### config.mk
export PLATFORM = sky130hd
export DESIGN_NAME = alu_issue_ctrl_flat
export DESIGN_NICKNAME = d
export VERILOG_FILES = /design/src/rtl/alu_issue_ctrl_pkg.sv /design/src/rtl/alu_issue_ctrl_if.sv /design/src/rtl/alu_issue_ctrl_arb.sv /design/src/rtl/alu_issue_ctrl.sv /design/src/flat_wrapper.sv
export SDC_FILE = /design/constraint.sdc
export NUM_CORES = 1
export LEC_CHECK = 0
export CAP_MARGIN = 20
export CELL_PAD_IN_SITES_DETAIL_PLACEMENT = 1
export CELL_PAD_IN_SITES_GLOBAL_PLACEMENT = 1
export CORE_MARGIN = 1.5
export CORE_UTILIZATION = 26
export CTS_CLUSTER_SIZE = 25
export DETAILED_ROUTE_END_ITERATION = 7
export PLACE_DENSITY_LB_ADDON = 0.05
export SETUP_SLACK_MARGIN = 0.2
export SLEW_MARGIN = 10
export SYNTH_ARGS = -nofsm -noshare
export SYNTH_HDL_FRONTEND = slang
export SYNTH_SLANG_ARGS = --single-unit
export TNS_END_PERCENT = 30
### constraint.sdc
create_clock -name clk -period 1.9 [get_ports clk]
set_clock_uncertainty 0.05 [all_clocks]
set_input_delay 0.38 -clock clk [delete_from_list [all_inputs] [get_ports clk]]
set_output_delay 0.38 -clock clk [all_outputs]
set_load 0.005 [all_outputs]
### src/rtl/alu_issue_ctrl_pkg.sv
// Shared ALU issue definitions (package alu_pkg): operand modes, alucontrol codes, FSM states.
// Also provides is_mul_class(), which decides which operations take the long EXEC latency.
package alu_pkg;

    localparam logic [1:0] MODE_R4 = 2'b00;
    localparam logic [1:0] MODE_R3 = 2'b01;
    localparam logic [1:0] MODE_R2 = 2'b10;
    localparam logic [1:0] MODE_I  = 2'b11;

    localparam logic [4:0] ALU_ADD = 5'b00000;
    localparam logic [4:0] ALU_SUB = 5'b00001;
    localparam logic [4:0] ALU_AND = 5'b00010;
    localparam logic [4:0] ALU_OR  = 5'b00011;
    localparam logic [4:0] ALU_XOR = 5'b00100;
    localparam logic [4:0] ALU_SLT = 5'b00101;
    localparam logic [4:0] ALU_MAC = 5'b01110;
    localparam logic [4:0] ALU_MSC = 5'b01111;
    localparam logic [4:0] ALU_MUL = 5'b11111;

    typedef enum logic [1:0] {
        ST_IDLE = 2'd0,
        ST_EXEC = 2'd1,
        ST_RESP = 2'd2
    } alu_state_e;

    // MAC/MSC exist only as R4 ops and MUL only as an R3 op; same codes in other modes are single-cycle.
    function automatic logic is_mul_class(input logic [1:0] mode, input logic [4:0] ctrl);
        return ((mode == MODE_R4) && ((ctrl == ALU_MAC) || (ctrl == ALU_MSC))) ||
               ((mode == MODE_R3) && (ctrl == ALU_MUL));
    endfunction

endpackage

### src/rtl/alu_issue_ctrl_if.sv
// Bus bundle for alu_issue_ctrl: two request channels, the ALU operand/result path,
// the response channel and debug visibility (FSM state, last grant).
interface alu_issue_ctrl_if #(
    parameter int XLEN = 32
);
    // Handshakes: a transfer happens on a rising edge where valid and ready are both high;
    // valid, once raised, is held with stable payload until that transfer.
    logic            req0_valid;
    logic            req0_ready;
    logic [XLEN-1:0] req0_a;
    logic [XLEN-1:0] req0_b;
    logic [XLEN-1:0] req0_c;
    logic [4:0]      req0_ctrl;
    logic [1:0]      req0_mode;

    logic            req1_valid;
    logic            req1_ready;
    logic [XLEN-1:0] req1_a;
    logic [XLEN-1:0] req1_b;
    logic [XLEN-1:0] req1_c;
    logic [4:0]      req1_ctrl;
    logic [1:0]      req1_mode;

    logic [XLEN-1:0] alu_a;
    logic [XLEN-1:0] alu_b;
    logic [XLEN-1:0] alu_c;
    logic [4:0]      alu_ctrl;
    logic [1:0]      alu_mode;
    logic [XLEN-1:0] alu_result;

    logic            rsp_valid;
    logic            rsp_ready;
    logic            rsp_id;
    logic [XLEN-1:0] rsp_result;
    logic            rsp_zero;

    logic            busy;
    alu_pkg::alu_state_e state;
    logic            last_grant;

    modport master (
        output req0_valid, req0_a, req0_b, req0_c, req0_ctrl, req0_mode,
        input  req0_ready,
        output req1_valid, req1_a, req1_b, req1_c, req1_ctrl, req1_mode,
        input  req1_ready,
        input  alu_a, alu_b, alu_c, alu_ctrl, alu_mode,
        output alu_result,
        input  rsp_valid, rsp_id, rsp_result, rsp_zero,
        output rsp_ready,
        input  busy, state, last_grant
    );

    modport slave (
        input  req0_valid, req0_a, req0_b, req0_c, req0_ctrl, req0_mode,
        output req0_ready,
        input  req1_valid, req1_a, req1_b, req1_c, req1_ctrl, req1_mode,
        output req1_ready,
        output alu_a, alu_b, alu_c, alu_ctrl, alu_mode,
        input  alu_result,
        output rsp_valid, rsp_id, rsp_result, rsp_zero,
        input  rsp_ready,
        output busy, state, last_grant
    );

endinterface

### src/rtl/alu_issue_ctrl_arb.sv
// alu_rr_arb: two-way grant for the shared ALU. Round-robin when ALU_ISSUE_RR_EN is defined,
// otherwise fixed priority with req[0] winning.
module alu_rr_arb (
    input  logic       clk,
    input  logic       rst,
    input  logic [1:0] req,
    input  logic       en,
    output logic       grant_valid,
    output logic       grant,
    output logic       last_grant
);

    always_comb begin
        grant = req[1] & ~req[0];
`ifdef ALU_ISSUE_RR_EN
        // Reset value 1 makes the first contention go to requester 0.
        if (req == 2'b11) begin
            grant = ~last_grant;
        end
`else
        if (req == 2'b11) begin
            grant = 1'b0;
        end
`endif
    end

    assign grant_valid = en & (|req);

    always_ff @(posedge clk) begin
        if (rst) begin
            last_grant <= 1'b1;
        end else if (grant_valid) begin
            last_grant <= grant;
        end
    end

endmodule

### src/rtl/alu_issue_ctrl.sv
// Issue controller sharing one combinational ALU between two requesters (IDLE -> EXEC -> RESP).
// Arbitration policy is selected by the ALU_ISSUE_RR_EN macro (undefined: fixed priority to req0).
module alu_issue_ctrl
    import alu_pkg::*;
#(
    parameter int XLEN    = 32,
    parameter int MUL_LAT = 3
) (
    input logic           clk,
    input logic           rst,
    alu_issue_ctrl_if.slave bus
);

    localparam int              CNT_W   = 4;
    localparam logic [CNT_W-1:0] MUL_CNT = CNT_W'(MUL_LAT - 1);

    alu_state_e      state;
    logic [CNT_W-1:0] cnt;
    logic            op_id;
    logic [XLEN-1:0] a_q;
    logic [XLEN-1:0] b_q;
    logic [XLEN-1:0] c_q;
    logic [4:0]      ctrl_q;
    logic [1:0]      mode_q;
    logic            rsp_valid_q;
    logic            rsp_id_q;
    logic [XLEN-1:0] rsp_result_q;
    logic            rsp_zero_q;

    logic            grant_valid;
    logic            grant;
    logic            last_grant;
    logic [XLEN-1:0] sel_a;
    logic [XLEN-1:0] sel_b;
    logic [XLEN-1:0] sel_c;
    logic [4:0]      sel_ctrl;
    logic [1:0]      sel_mode;
    logic            sel_mul;

    // Gated by rst so a requester never sees a transfer that reset would drop.
    alu_rr_arb u_arb (
        .clk         (clk),
        .rst         (rst),
        .req         ({bus.req1_valid, bus.req0_valid}),
        .en          ((state == ST_IDLE) && !rst),
        .grant_valid (grant_valid),
        .grant       (grant),
        .last_grant  (last_grant)
    );

    assign bus.req0_ready = grant_valid & ~grant;
    assign bus.req1_ready = grant_valid & grant;

    always_comb begin
        sel_a    = bus.req0_a;
        sel_b    = bus.req0_b;
        sel_c    = bus.req0_c;
        sel_ctrl = bus.req0_ctrl;
        sel_mode = bus.req0_mode;
        if (grant) begin
            sel_a    = bus.req1_a;
            sel_b    = bus.req1_b;
            sel_c    = bus.req1_c;
            sel_ctrl = bus.req1_ctrl;
            sel_mode = bus.req1_mode;
        end
        sel_mul = is_mul_class(sel_mode, sel_ctrl);
    end

    always_ff @(posedge clk) begin
        if (rst) begin
            state        <= ST_IDLE;
            cnt          <= '0;
            op_id        <= 1'b0;
            a_q          <= '0;
            b_q          <= '0;
            c_q          <= '0;
            ctrl_q       <= '0;
            mode_q       <= '0;
            rsp_valid_q  <= 1'b0;
            rsp_id_q     <= 1'b0;
            rsp_result_q <= '0;
            rsp_zero_q   <= 1'b0;
        end else begin
            case (state)
                ST_IDLE: begin
                    if (grant_valid) begin
                        a_q    <= sel_a;
                        b_q    <= sel_b;
                        c_q    <= sel_c;
                        ctrl_q <= sel_ctrl;
                        mode_q <= sel_mode;
                        op_id  <= grant;
                        cnt    <= sel_mul ? MUL_CNT : '0;
                        state  <= ST_EXEC;
                    end
                end
                ST_EXEC: begin
                    // cnt counts the remaining EXEC cycles after this one.
                    if (cnt == '0) begin
                        rsp_result_q <= bus.alu_result;
                        rsp_zero_q   <= (bus.alu_result == '0);
                        rsp_id_q     <= op_id;
                        rsp_valid_q  <= 1'b1;
                        state        <= ST_RESP;
                    end else begin
                        cnt <= cnt - 1'b1;
                    end
                end
                ST_RESP: begin
                    if (bus.rsp_ready) begin
                        rsp_valid_q <= 1'b0;
                        state       <= ST_IDLE;
                    end
                end
                default: begin
                    state <= ST_IDLE;
                end
            endcase
        end
    end

    assign bus.alu_a      = a_q;
    assign bus.alu_b      = b_q;
    assign bus.alu_c      = c_q;
    assign bus.alu_ctrl   = ctrl_q;
    assign bus.alu_mode   = mode_q;
    assign bus.rsp_valid  = rsp_valid_q;
    assign bus.rsp_id     = rsp_id_q;
    assign bus.rsp_result = rsp_result_q;
    assign bus.rsp_zero   = rsp_zero_q;
    assign bus.busy       = (state != ST_IDLE);
    assign bus.state      = state;
    assign bus.last_grant = last_grant;

endmodule

### src/flat_wrapper.sv
// flat-port wrapper written by rule: the top's interface ports become plain ports
module alu_issue_ctrl_flat import alu_pkg::*;
#(
    parameter int XLEN    = 32,
    parameter int MUL_LAT = 3
)
  (clk, rst, bus_req0_valid, bus_req0_a, bus_req0_b, bus_req0_c, bus_req0_ctrl, bus_req0_mode, bus_req0_ready, bus_req1_valid, bus_req1_a, bus_req1_b, bus_req1_c, bus_req1_ctrl, bus_req1_mode, bus_req1_ready, bus_alu_a, bus_alu_b, bus_alu_c, bus_alu_ctrl, bus_alu_mode, bus_alu_result, bus_rsp_valid, bus_rsp_id, bus_rsp_result, bus_rsp_zero, bus_rsp_ready, bus_busy, bus_state, bus_last_grant);
  alu_issue_ctrl_if #(.XLEN(XLEN)) bus_i ();
  input logic clk;
  input logic rst;
  input wire logic [$bits(bus_i.req0_valid)-1:0] bus_req0_valid;
  input wire logic [$bits(bus_i.req0_a)-1:0] bus_req0_a;
  input wire logic [$bits(bus_i.req0_b)-1:0] bus_req0_b;
  input wire logic [$bits(bus_i.req0_c)-1:0] bus_req0_c;
  input wire logic [$bits(bus_i.req0_ctrl)-1:0] bus_req0_ctrl;
  input wire logic [$bits(bus_i.req0_mode)-1:0] bus_req0_mode;
  output wire logic [$bits(bus_i.req0_ready)-1:0] bus_req0_ready;
  input wire logic [$bits(bus_i.req1_valid)-1:0] bus_req1_valid;
  input wire logic [$bits(bus_i.req1_a)-1:0] bus_req1_a;
  input wire logic [$bits(bus_i.req1_b)-1:0] bus_req1_b;
  input wire logic [$bits(bus_i.req1_c)-1:0] bus_req1_c;
  input wire logic [$bits(bus_i.req1_ctrl)-1:0] bus_req1_ctrl;
  input wire logic [$bits(bus_i.req1_mode)-1:0] bus_req1_mode;
  output wire logic [$bits(bus_i.req1_ready)-1:0] bus_req1_ready;
  output wire logic [$bits(bus_i.alu_a)-1:0] bus_alu_a;
  output wire logic [$bits(bus_i.alu_b)-1:0] bus_alu_b;
  output wire logic [$bits(bus_i.alu_c)-1:0] bus_alu_c;
  output wire logic [$bits(bus_i.alu_ctrl)-1:0] bus_alu_ctrl;
  output wire logic [$bits(bus_i.alu_mode)-1:0] bus_alu_mode;
  input wire logic [$bits(bus_i.alu_result)-1:0] bus_alu_result;
  output wire logic [$bits(bus_i.rsp_valid)-1:0] bus_rsp_valid;
  output wire logic [$bits(bus_i.rsp_id)-1:0] bus_rsp_id;
  output wire logic [$bits(bus_i.rsp_result)-1:0] bus_rsp_result;
  output wire logic [$bits(bus_i.rsp_zero)-1:0] bus_rsp_zero;
  input wire logic [$bits(bus_i.rsp_ready)-1:0] bus_rsp_ready;
  output wire logic [$bits(bus_i.busy)-1:0] bus_busy;
  output wire logic [$bits(bus_i.state)-1:0] bus_state;
  output wire logic [$bits(bus_i.last_grant)-1:0] bus_last_grant;
  assign bus_i.req0_valid = bus_req0_valid;
  assign bus_i.req0_a = bus_req0_a;
  assign bus_i.req0_b = bus_req0_b;
  assign bus_i.req0_c = bus_req0_c;
  assign bus_i.req0_ctrl = bus_req0_ctrl;
  assign bus_i.req0_mode = bus_req0_mode;
  assign bus_req0_ready = bus_i.req0_ready;
  assign bus_i.req1_valid = bus_req1_valid;
  assign bus_i.req1_a = bus_req1_a;
  assign bus_i.req1_b = bus_req1_b;
  assign bus_i.req1_c = bus_req1_c;
  assign bus_i.req1_ctrl = bus_req1_ctrl;
  assign bus_i.req1_mode = bus_req1_mode;
  assign bus_req1_ready = bus_i.req1_ready;
  assign bus_alu_a = bus_i.alu_a;
  assign bus_alu_b = bus_i.alu_b;
  assign bus_alu_c = bus_i.alu_c;
  assign bus_alu_ctrl = bus_i.alu_ctrl;
  assign bus_alu_mode = bus_i.alu_mode;
  assign bus_i.alu_result = bus_alu_result;
  assign bus_rsp_valid = bus_i.rsp_valid;
  assign bus_rsp_id = bus_i.rsp_id;
  assign bus_rsp_result = bus_i.rsp_result;
  assign bus_rsp_zero = bus_i.rsp_zero;
  assign bus_i.rsp_ready = bus_rsp_ready;
  assign bus_busy = bus_i.busy;
  assign bus_state = bus_i.state;
  assign bus_last_grant = bus_i.last_grant;
  alu_issue_ctrl #(.XLEN(XLEN), .MUL_LAT(MUL_LAT)) u_core (.clk(clk), .rst(rst), .bus(bus_i));
endmodule
==> flow_metrics.tcl, run 1 <==
set metrics [dict create \
    htree_levels 4 \
    final_nets 1328 \
    antenna_found_initial 1 \
    yosysSeqAreaShare_pct 46.91 \
    maxCapViolCount 0 \
    cp_cell_sequence "or3_4, buf_6, nor2_4, buf_2" \
    portBuffers 386 \
    place_inst 1350 \
    synth_common_cells "dfxtp_1 (146), nor2_1 (118), mux2i_1 (87), nand2_1 (72), a211oi_1 (67)" \
    clk_pin_slew_ns 0.06 \
    synth_edf_count 0 \
    syn-mean-instance-area_um2 9.328 \
    syn_area_um2 6231 \
    die_h_um 157.8 \
    cts.sinks 146 \
    synth_nets 913 \
    crit_type "register to primary output" \
    ant_nets 0 \
    dr.pass1.iters 4 \
    cts_made_buffers 17 \
    netlist_instances 668 \
    crit_slowest_cell "or3_4" \
    grt_pass1_wl_mm 38.96 \
    avgViaCountPerCell 4.677 \
    synth_seq_cells 146 \
    setup_viol 16 \
    yosys.area.top_type "dfxtp_1" \
    cts_buffer_depth 2 \
    cts_hold_buf 0 \
    rsz0062_at_grt "yes" \
    cts_tree "done" \
    io_pins 387 \
    power_density_nw_per_um2 791.0 \
    wl_per_cell_um 18.90 \
    root_buffer "clkbuf_16" \
    initial_core_util_pct 26.55 \
    worstMarginPinSlew_ns 0.7459 \
    drv_slew 0 \
    setup_tns_ns -0.2045 \
    p_leak_nw 5.415 \
    first_global_vias 6777 \
    drt_iter0_markers 280 \
    hold_path.class "register to register" \
    crit_family "simple AND/OR/NAND/NOR gates" \
    instances_no_fill 1415 \
    synth_most_common_cell "dfxtp_1" \
    fin_crit_sh_pct 101.6 \
    violations "negative setup slack" \
    grt.overflow.total 0 \
    yosys.area.top_type_share_pct 46.91 \
    crit_path_max_fanout 2 \
    slew_headroom_pct 50.27 \
    grt_max_degree 91 \
    n_fill_cell 2629 \
    drive_above_1_share_pct 14.05 \
    num_vias 6618 \
    finalWirelength_mm 26.74 \
    ys.flop_type "dfxtp_1" \
    max_stage_delay_ns 0.42 \
    die_w_um 157.8 \
    core_area_um2 23470 \
    die-area_um2 24900 \
    outcome "complete, but fails checks" \
    cp_num_buf_inv 2 \
    hold_viol_final 0 \
    cp.required_ns 1.47 \
    endpoint_kind "primary output" \
    arrival_ns 1.50 \
    rows 56 \
    ir_worst_vdd_mv 0.4371 \
    yosysUniqueCellTypes 36 \
    drc_errors 0 \
    area_growth_pct 90.58 \
    ys_async_sr_fraction_pct 0 \
    finalCriticalPeriod_ns 1.930 \
    fmax_ghz 0.5181 \
    diodes 0 \
    dp_hpwl_mm 18.51 \
    yosys-top-cells-area "dfxtp_1 (47%), mux2i_1 (14%), a211oi_1 (8.1%), nor2_1 (7.1%), nand2_1 (4.3%)" \
    clock_latency_ns 0.42 \
    start_kind "register" \
    synth_warnings 0 \
    grt_util_all_layers_pct 20.75 \
    setup_ws_ns -0.02996 \
    total_power_w 0.009393 \
    gp_congestion 0.7401 \
]
final timing paths:
kind | from | to | slack, ns | cells past startpoint
max reg2reg | u_core.bus.state[0] | u_core.bus.alu_c[4] | -0.02 | 8
min | u_core.bus.rsp_result[7] | u_core.bus.rsp_result[7] | 0.40 | 2
min reg2reg | u_core.bus.rsp_result[7] | u_core.bus.rsp_result[7] | 0.40 | 2
max | u_core.bus.state[0] | bus_req1_ready | -0.03 | 4
layer usage:
metal | up-vias | wire, um | global-route usage, %
met5 | - | 13 | 0
met4 | 2 | 671 | 7.592
met3 | 41 | 2480 | 7.254
met2 | 248 | 12950 | 35.78
met1 | 3093 | 10630 | 23.57
li1 | 3234 | - | -
area by class of cell:
class | instances | area, um2 | share of cell area (%)
sequential | 146 | 2929 | 24.67
clock buffer | 18 | 439.2 | 3.698
inverter | 3 | 11.26 | 0.09483
multi-input combinational | 463 | 3122 | 26.29
clock inverter | 14 | 141.4 | 1.191
tap | 319 | 399.1 | 3.361
timing repair buffer | 452 | 4833 | 40.70
sequential cells by signal, summed over array words and instances, names as in the netlist:
signal and flops:
u_core.bus.rsp_result 32, u_core.u_arb.last_grant 1, u_core.bus.rsp_id 1, u_core.bus.alu_ctrl 5, u_core.bus.state 2, u_core.bus.rsp_zero 1
u_core.op_id 1, u_core.bus.alu_c 32, u_core.bus.rsp_valid 1, u_core.bus.alu_a 32, u_core.cnt 4, u_core.bus.alu_mode 2
u_core.bus.alu_b 32
repair_timing:
item | 4_1_cts | 5_1_grt
cloned | 11 | 9
gates resized for setup | 173 | 38
setup buffers | 12 | 1
endpoints found under the setup margin | 241 | 139
pin swaps | 15 | 39
worst min-delay path, stage by stage (launching register included):
cell and delay (ns):
dfxtp_1 0.30, nand2_1 0.05, a21oi_1 0.05
cell usage in the layout, fill, tap and decap left out, types with 2 or more instances in the layout:
cell             count
buf_6               10
clkinv_4             2
bufbuf_16            2
ha_1                 2
o21ai_0              3
clkbuf_16           26
nand4_1              2
dfxtp_2              5
nand3_1              2
dlymetal6s2s_1       7
buf_12              16
dfxtp_1            141
a211oi_2            34
nor2_1             118
xor2_1               2
nor2_4               3
buf_4               21
nor4_1               8
a21oi_1             37
mux2i_1             87
buf_16               9
nand2_1             72
a211oi_1            53
nand2b_1             4
nor3_1               4
dlygate4sd2_1      134
inv_6                6
clkdlybuf4s50_1    241
a222oi_1            16
inv_2                2
clkinvlp_4           4
or2_4                2
where the power goes:
part           leakage [nW]  switching (W)  internal [W]
logic                  3.94        0.00107       0.00148
clock network         0.273        0.00148       0.00188
registers              1.20       0.000137       0.00335
total                  5.41        0.00269       0.00671
cell families (layout without fill, tap and decap cells):
| logic type | Yosys count | after routing | synth area share, % |
|---|---|---|---|
| compound gates | 148 | 148 | 18.45 |
| xor+xnor | 2 | 2 | 0.2812 |
| fa+ha+maj | 2 | 2 | 0.4015 |
| buf+inv | 60 | 487 | 5.060 |
| flops | 146 | 146 | 46.91 |
| mux | 87 | 87 | 13.98 |
| simple gates | 223 | 224 | 14.92 |
stage by stage:
| step | worst slack [ns] | util [%] | hold slack (ns) | area (um2) |
|---|---|---|---|---|
| floorplan | 0.1769 | - | 0.3759 | 6236 |
| detailed placement | -0.2356 | 45.07 | 0.3968 | 10580 |
| global placement | -0.2347 | 45.07 | 0.3902 | 10580 |
| global route | -0.08874 | 50.59 | 0.4125 | 11880 |
| CTS | -0.03659 | 48.97 | 0.4038 | 11490 |
| finish | -0.02996 | 50.59 | 0.4001 | 11880 |
Note: power is estimated with default switching activity, not from simulation.
==> inputs of run 2 (changes only) <==
--- a/config.mk
+++ b/config.mk
@@ -5,10 +5,9 @@
 export SDC_FILE = /design/constraint.sdc
 export NUM_CORES = 1
 export LEC_CHECK = 0
-export CAP_MARGIN = 20
 export CELL_PAD_IN_SITES_DETAIL_PLACEMENT = 1
 export CELL_PAD_IN_SITES_GLOBAL_PLACEMENT = 1
-export CORE_MARGIN = 1.5
+export CORE_MARGIN = 1
 export CORE_UTILIZATION = 26
 export CTS_CLUSTER_SIZE = 25
 export DETAILED_ROUTE_END_ITERATION = 7
==> run 2 against run 1 <==
The run still ends with negative setup slack left. Total power increased by 1.5%. Via count increased by 1.5%. Register-to-register slack improved by 0.02 ns. Combinational power is 6% higher. Non-clock buffer count grew 8. Core utilization is 1.2 points higher. Largest power group unchanged. Sequential share of layout area decreased by 0.54 points. Clock-buffer cell count up 1. Critical path depth unchanged. Critical endpoint unchanged. Maximum frequency grew 0.91%. Setup slack improved by 0.017 ns. Critical path type unchanged. Worst hold slack hardly changed.
==> flow_metrics.tcl, run 2 (synthesis results as in run 1) <==
set metrics [dict create \
    outcome "complete, but fails checks" \
    violations "negative setup slack" \
    ir_worst_vdd_mv 0.4953 \
    r2r_start "u_core.bus.state[0]" \
    crit_path_max_fanout 2 \
    power_frac_clock_pct 35.0 \
    root_buffer "clkbuf_16" \
    clock_latency_ns 0.43 \
    die_h_um 156.8 \
    first_global_vias 6624 \
    crit_slowest_cell "or3_4" \
    holdPathEnd "u_core.bus.rsp_result[11]" \
    p_sw_share_pct 28.63 \
    setup_tns_ns -0.01257 \
    clk_pin_slew_ns 0.07 \
    drv_slew 0 \
    slew_headroom_pct 38.52 \
    final_util_pct 51.80 \
    arrival_ns 1.48 \
    finalCriticalPeriod_ns 1.913 \
    grt_pass1_wl_mm 39.05 \
    endpoint_kind "primary output" \
    r2r_end "u_core.bus.alu_c[19]" \
    cp.required_ns 1.47 \
    setup_viol 1 \
    p_int_w 0.006804 \
    final_cell_mix "clkdlybuf4s50_1 (241), dlygate4sd2_1 (139), dfxtp_1 (138)" \
    dp_slack_ns -0.2136 \
    fin_crit_sh_pct 100.7 \
    cts_made_buffers 17 \
    netSwitchingPower_w 0.002730 \
    worst_hold_slack_ns 0.4005 \
    finalWirelength_mm 27.14 \
    area_growth_pct 95.12 \
    die-area_um2 24590 \
    antenna_found_initial 0 \
    cts_tree "done" \
    diodes 0 \
    avgViaCountPerCell 4.722 \
    final_nets 1335 \
    maxCapViolCount 0 \
    drc_errors 0 \
    setup_ws_ns -0.01257 \
    drive_above_1_share_pct 18.04 \
    cp_cell_sequence "or3_4, buf_6, nor2_4, buf_2" \
    gp_congestion 0.7580 \
    dp_hpwl_mm 18.43 \
    core_area_um2 23470 \
    cts_hold_buf 0 \
    pwr-share-comb_pct 28.3 \
    rows 56 \
    final_common_cell "clkdlybuf4s50_1" \
    portBuffers 386 \
    n_fill_cell 2617 \
    grt_max_degree 124 \
    min_delay_path_depth 2 \
    dr.pass1.iters 5 \
    die_w_um 156.8 \
    min_from "u_core.bus.rsp_result[11]" \
    power_density_nw_per_um2 784.2 \
    r2r.worst_path.cells 9 \
    max_stage_delay_ns 0.37 \
    initial_core_util_pct 26.55 \
    fmax_ghz 0.5229 \
    p_seq_share_pct 36.7 \
    htree_levels 4 \
    wl_per_cell_um 19.09 \
    hold_viol_final 0 \
    grt.overflow.total 0 \
    hold_path.class "register to register" \
    crit_type "register to primary output" \
    grt_util_all_layers_pct 21.12 \
    start_kind "register" \
    cts_buffer_depth 2 \
    total_power_w 0.009534 \
    reg2reg_setup_slack_ns 0 \
    ant_nets 0 \
    p_leak_nw 5.452 \
    drt_iter0_markers 275 \
    rsz0062_at_grt "yes" \
    cts.sinks 146 \
    io_pins 387 \
    worstMarginPinSlew_ns 0.9223 \
    num_vias 6714 \
]
## run 2: cell count changes in the layout (fill, tap and decap cells not counted), sizes merged, moves of 2 or more
| cell | change |
|---|---|
| buf | +14 |
| bufbuf | -2 |
| clkbuf | -2 |
| clkinv | +2 |
| dlygate4sd2 | +5 |
| dlymetal6s2s | -5 |
| inv | -2 |
## run 2: layer usage
metal  track usage (%)  vias up  wire (um)
met4             5.556        0        367
met3             7.449       30       2428
met2             37.50      255      13690
li1                  -     3245          -
met1             23.75     3184      10660
met5                 0        -          0
## run 2: how the worst max path moves through the flow
| stage | startpoint | end | slack (ns) | depth (start not counted) |
|---|---|---|---|---|
| after floorplan | u_core.bus.state[1] | bus_req0_ready | 0.18 | 4 |
| after global placement | bus_req1_valid | u_core.bus.alu_b[11] | -0.19 | 5 |
| after detailed placement | bus_req1_valid | u_core.bus.alu_c[11] | -0.21 | 5 |
| after CTS | u_core.bus.state[0] | bus_req1_ready | -0.04 | 4 |
| after global routing | u_core.bus.state[0] | bus_req1_ready | -0.09 | 4 |
| final | u_core.bus.state[0] | bus_req1_ready | -0.01 | 4 |
## run 2: layout make-up
class | instances | area (um2) | area share [%]
timing repair buffer | 460 | 4955 | 40.75
clock inverter | 13 | 123.9 | 1.019
tap | 319 | 399.1 | 3.283
multi-input combinational | 462 | 3283 | 27.00
sequential | 146 | 2933 | 24.12
inverter | 3 | 11.26 | 0.09262
clock buffer | 19 | 452.9 | 3.725
## run 2: timing repair
| action | CTS | global route |
|---|---|---|
| buffers inserted | 14 | 5 |
| gates resized for setup | 193 | 69 |
| cloned | 15 | 6 |
| pin swaps | 21 | 35 |
| setup endpoints to repair | 246 | 140 |
## run 2: worst max-delay path, delay by kind of cell, from the launching register on
family | cells | cell delay [ns]
AND/OR/NAND/NOR | 2 | 0.46
flip-flops | 1 | 0.33
buffers and inverters | 2 | 0.26
## run 2: power by group through the flow
stage | logic, W | registers, W | clock network (W)
final | 0.00270 | 0.00350 | 0.00334
after global routing | 0.00290 | 0.00353 | 0.00355
after CTS | 0.00251 | 0.00349 | 0.00342
after detailed placement | 0.00230 | 0.00356 | 0
after global placement | 0.00228 | 0.00355 | 0
after floorplan | 0.000863 | 0.00358 | 0
## run 2: stage by stage
step	cells	area [um2]
2_1_floorplan	668	6236
5_1_grt	1422	12160
4_1_cts	1411	11690
3_5_place_dp	1350	10610
3_3_place_gp	1350	10610
6_report	1422	12160
==> inputs of run 3 (changes only) <==
--- a/config.mk
+++ b/config.mk
@@ -5,6 +5,7 @@
 export SDC_FILE = /design/constraint.sdc
 export NUM_CORES = 1
 export LEC_CHECK = 0
+export CAP_MARGIN = 20
 export CELL_PAD_IN_SITES_DETAIL_PLACEMENT = 1
 export CELL_PAD_IN_SITES_GLOBAL_PLACEMENT = 1
 export CORE_MARGIN = 1
@@ -12,6 +13,7 @@
 export CTS_CLUSTER_SIZE = 25
 export DETAILED_ROUTE_END_ITERATION = 7
 export PLACE_DENSITY_LB_ADDON = 0.05
+export RECOVER_POWER = 25
 export SETUP_SLACK_MARGIN = 0.2
 export SLEW_MARGIN = 10
 export SYNTH_ARGS = -nofsm -noshare
==> run 3 against run 2 <==
The run still ends with negative setup slack left. Total power about the same. Combinational power is essentially flat. Setup slack is the same. Routed wire length is the same. Non-clock buffer count is the same. Core utilization barely moved. Clock-buffer cell count unchanged. Critical endpoint unchanged. Maximum frequency unchanged. Final cell count stayed put. Sequential share of layout area barely moved. Via count is the same. Sequential power hardly changed.
==> flow_metrics.tcl, run 3 (synthesis results as in run 1) <==
set metrics [dict create \
    dpl-instance-area_um2 10610 \
    ir_worst_vdd_mv 0.4953 \
    finalWirelength_mm 27.14 \
    hold_path.class "register to register" \
    num_vias 6714 \
    rsz0062_at_grt "yes" \
    final_common_cell "clkdlybuf4s50_1" \
    diodes 0 \
    first_global_vias 6624 \
    setup_ws_ns -0.01257 \
    grt_util_all_layers_pct 21.12 \
    clock_latency_ns 0.43 \
    final_util_pct 51.76 \
    die-area_um2 24590 \
    crit_path_max_fanout 2 \
    r2r.worst_path.cells 9 \
    p_sw_share_pct 28.64 \
    dr.pass1.iters 5 \
    root_buffer "clkbuf_16" \
    min_from "u_core.bus.rsp_result[11]" \
    grt_pass1_wl_mm 39.05 \
    finalCriticalPeriod_ns 1.913 \
    antenna_found_initial 0 \
    final_nets 1335 \
    wl_per_cell_um 19.09 \
    cts.sinks 146 \
    cp.required_ns 1.47 \
    drive_above_1_share_pct 17.50 \
    final_cell_mix "clkdlybuf4s50_1 (241), dfxtp_1 (144), dlygate4sd2_1 (139)" \
    cts_buffer_depth 2 \
    portBuffers 386 \
    worst_hold_slack_ns 0.4005 \
    power_frac_clock_pct 35.0 \
    area_growth_pct 95.00 \
    p_int_w 0.006802 \
    cts_tree "done" \
    core_area_um2 23470 \
    violations "negative setup slack" \
    min_delay_path_depth 2 \
    cts_hold_buf 0 \
    r2r_start "u_core.bus.state[0]" \
    r2r_end "u_core.bus.alu_c[19]" \
    maxCapViolCount 0 \
    hold_viol_final 0 \
    dp_slack_ns -0.2136 \
    outcome "complete, but fails checks" \
    initial_core_util_pct 26.55 \
    start_kind "register" \
    rows 56 \
    n_fill_cell 2622 \
    holdPathEnd "u_core.bus.rsp_result[11]" \
    avgViaCountPerCell 4.722 \
    cts_made_buffers 17 \
    crit_type "register to primary output" \
    fmax_ghz 0.5229 \
    io_pins 387 \
    setup_viol 1 \
    p_leak_nw 5.450 \
    endpoint_kind "primary output" \
    die_h_um 156.8 \
    grt.overflow.total 0 \
    drv_slew 0 \
    p_seq_share_pct 36.7 \
    arrival_ns 1.48 \
    gp_congestion 0.7580 \
    drc_errors 0 \
    reg2reg_setup_slack_ns 0 \
    die_w_um 156.8 \
    pwr-share-comb_pct 28.3 \
    drt_iter0_markers 275 \
    grt_max_degree 124 \
    slew_headroom_pct 38.52 \
    power_density_nw_per_um2 784.5 \
    clk_pin_slew_ns 0.07 \
    htree_levels 4 \
    finalInstanceArea_um2 12150 \
    ant_nets 0 \
    setup_tns_ns -0.01257 \
    dp_hpwl_mm 18.43 \
    netSwitchingPower_w 0.002730 \
    worstMarginPinSlew_ns 0.9223 \
    fin_crit_sh_pct 100.7 \
]
-- run 3: power groups by stage --
stage	Sequential, W	Clock (W)	Combinational (W)
after floorplan	0.00358	0	0.000863
after global placement	0.00355	0	0.00228
after detailed placement	0.00356	0	0.00230
after CTS	0.00349	0.00342	0.00251
after global routing	0.00353	0.00355	0.00290
final	0.00350	0.00334	0.00270
-- run 3: critical path: stages, from the launching register on --
cell	delay, ns
dfxtp_2	0.33
or3_4	0.37
buf_6	0.14
nor2_4	0.09
buf_2	0.12
-- run 3: layout make-up --
class                           instances  area [um2]  area share [%]
Clock buffer                           19       452.9           3.728
Clock inverter                         13       123.9           1.019
Sequential cell                       146        2925           24.08
Inverter                                3       11.26         0.09268
Timing Repair Buffer                  460        4955           40.78
Tap cell                              319       399.1           3.285
Multi-Input combinational cell        462        3283           27.02
-- run 3: layer usage --
| layer | part of all wire [%] | track usage (%) | vias up | wire (um) |
|---|---|---|---|---|
| li1 | - | - | 3245 | - |
| met2 | 50 | 37.50 | 255 | 13690 |
| met1 | 39 | 23.75 | 3184 | 10660 |
| met5 | 0 | 0 | - | 0 |
| met3 | 8.9 | 7.449 | 30 | 2428 |
| met4 | 1.4 | 5.556 | 0 | 367 |
-- run 3: worst max path at each step --
stage,from,to,slack [ns],cells past startpoint
finish,u_core.bus.state[0],bus_req1_ready,-0.01,4
global route,u_core.bus.state[0],bus_req1_ready,-0.09,4
CTS,u_core.bus.state[0],bus_req1_ready,-0.04,4
floorplan,u_core.bus.state[1],bus_req0_ready,0.18,4
global placement,bus_req1_valid,u_core.bus.alu_b[11],-0.19,5
detailed placement,bus_req1_valid,u_core.bus.alu_c[11],-0.21,5
-- run 3: per-stage QoR --
step | power [W] | std cells
finish | 0.009532 | 1422
global route | 0.009986 | 1422
CTS | 0.009425 | 1411
detailed placement | 0.005865 | 1350
global placement | 0.005832 | 1350
floorplan | 0.004443 | 668
-- run 3: what timing repair did --
action                                  CTS  global route
buffers inserted                         14             5
resized for setup                       193            69
cloned                                   15             6
endpoints found under the setup margin  246           140
pin swaps                                21            35
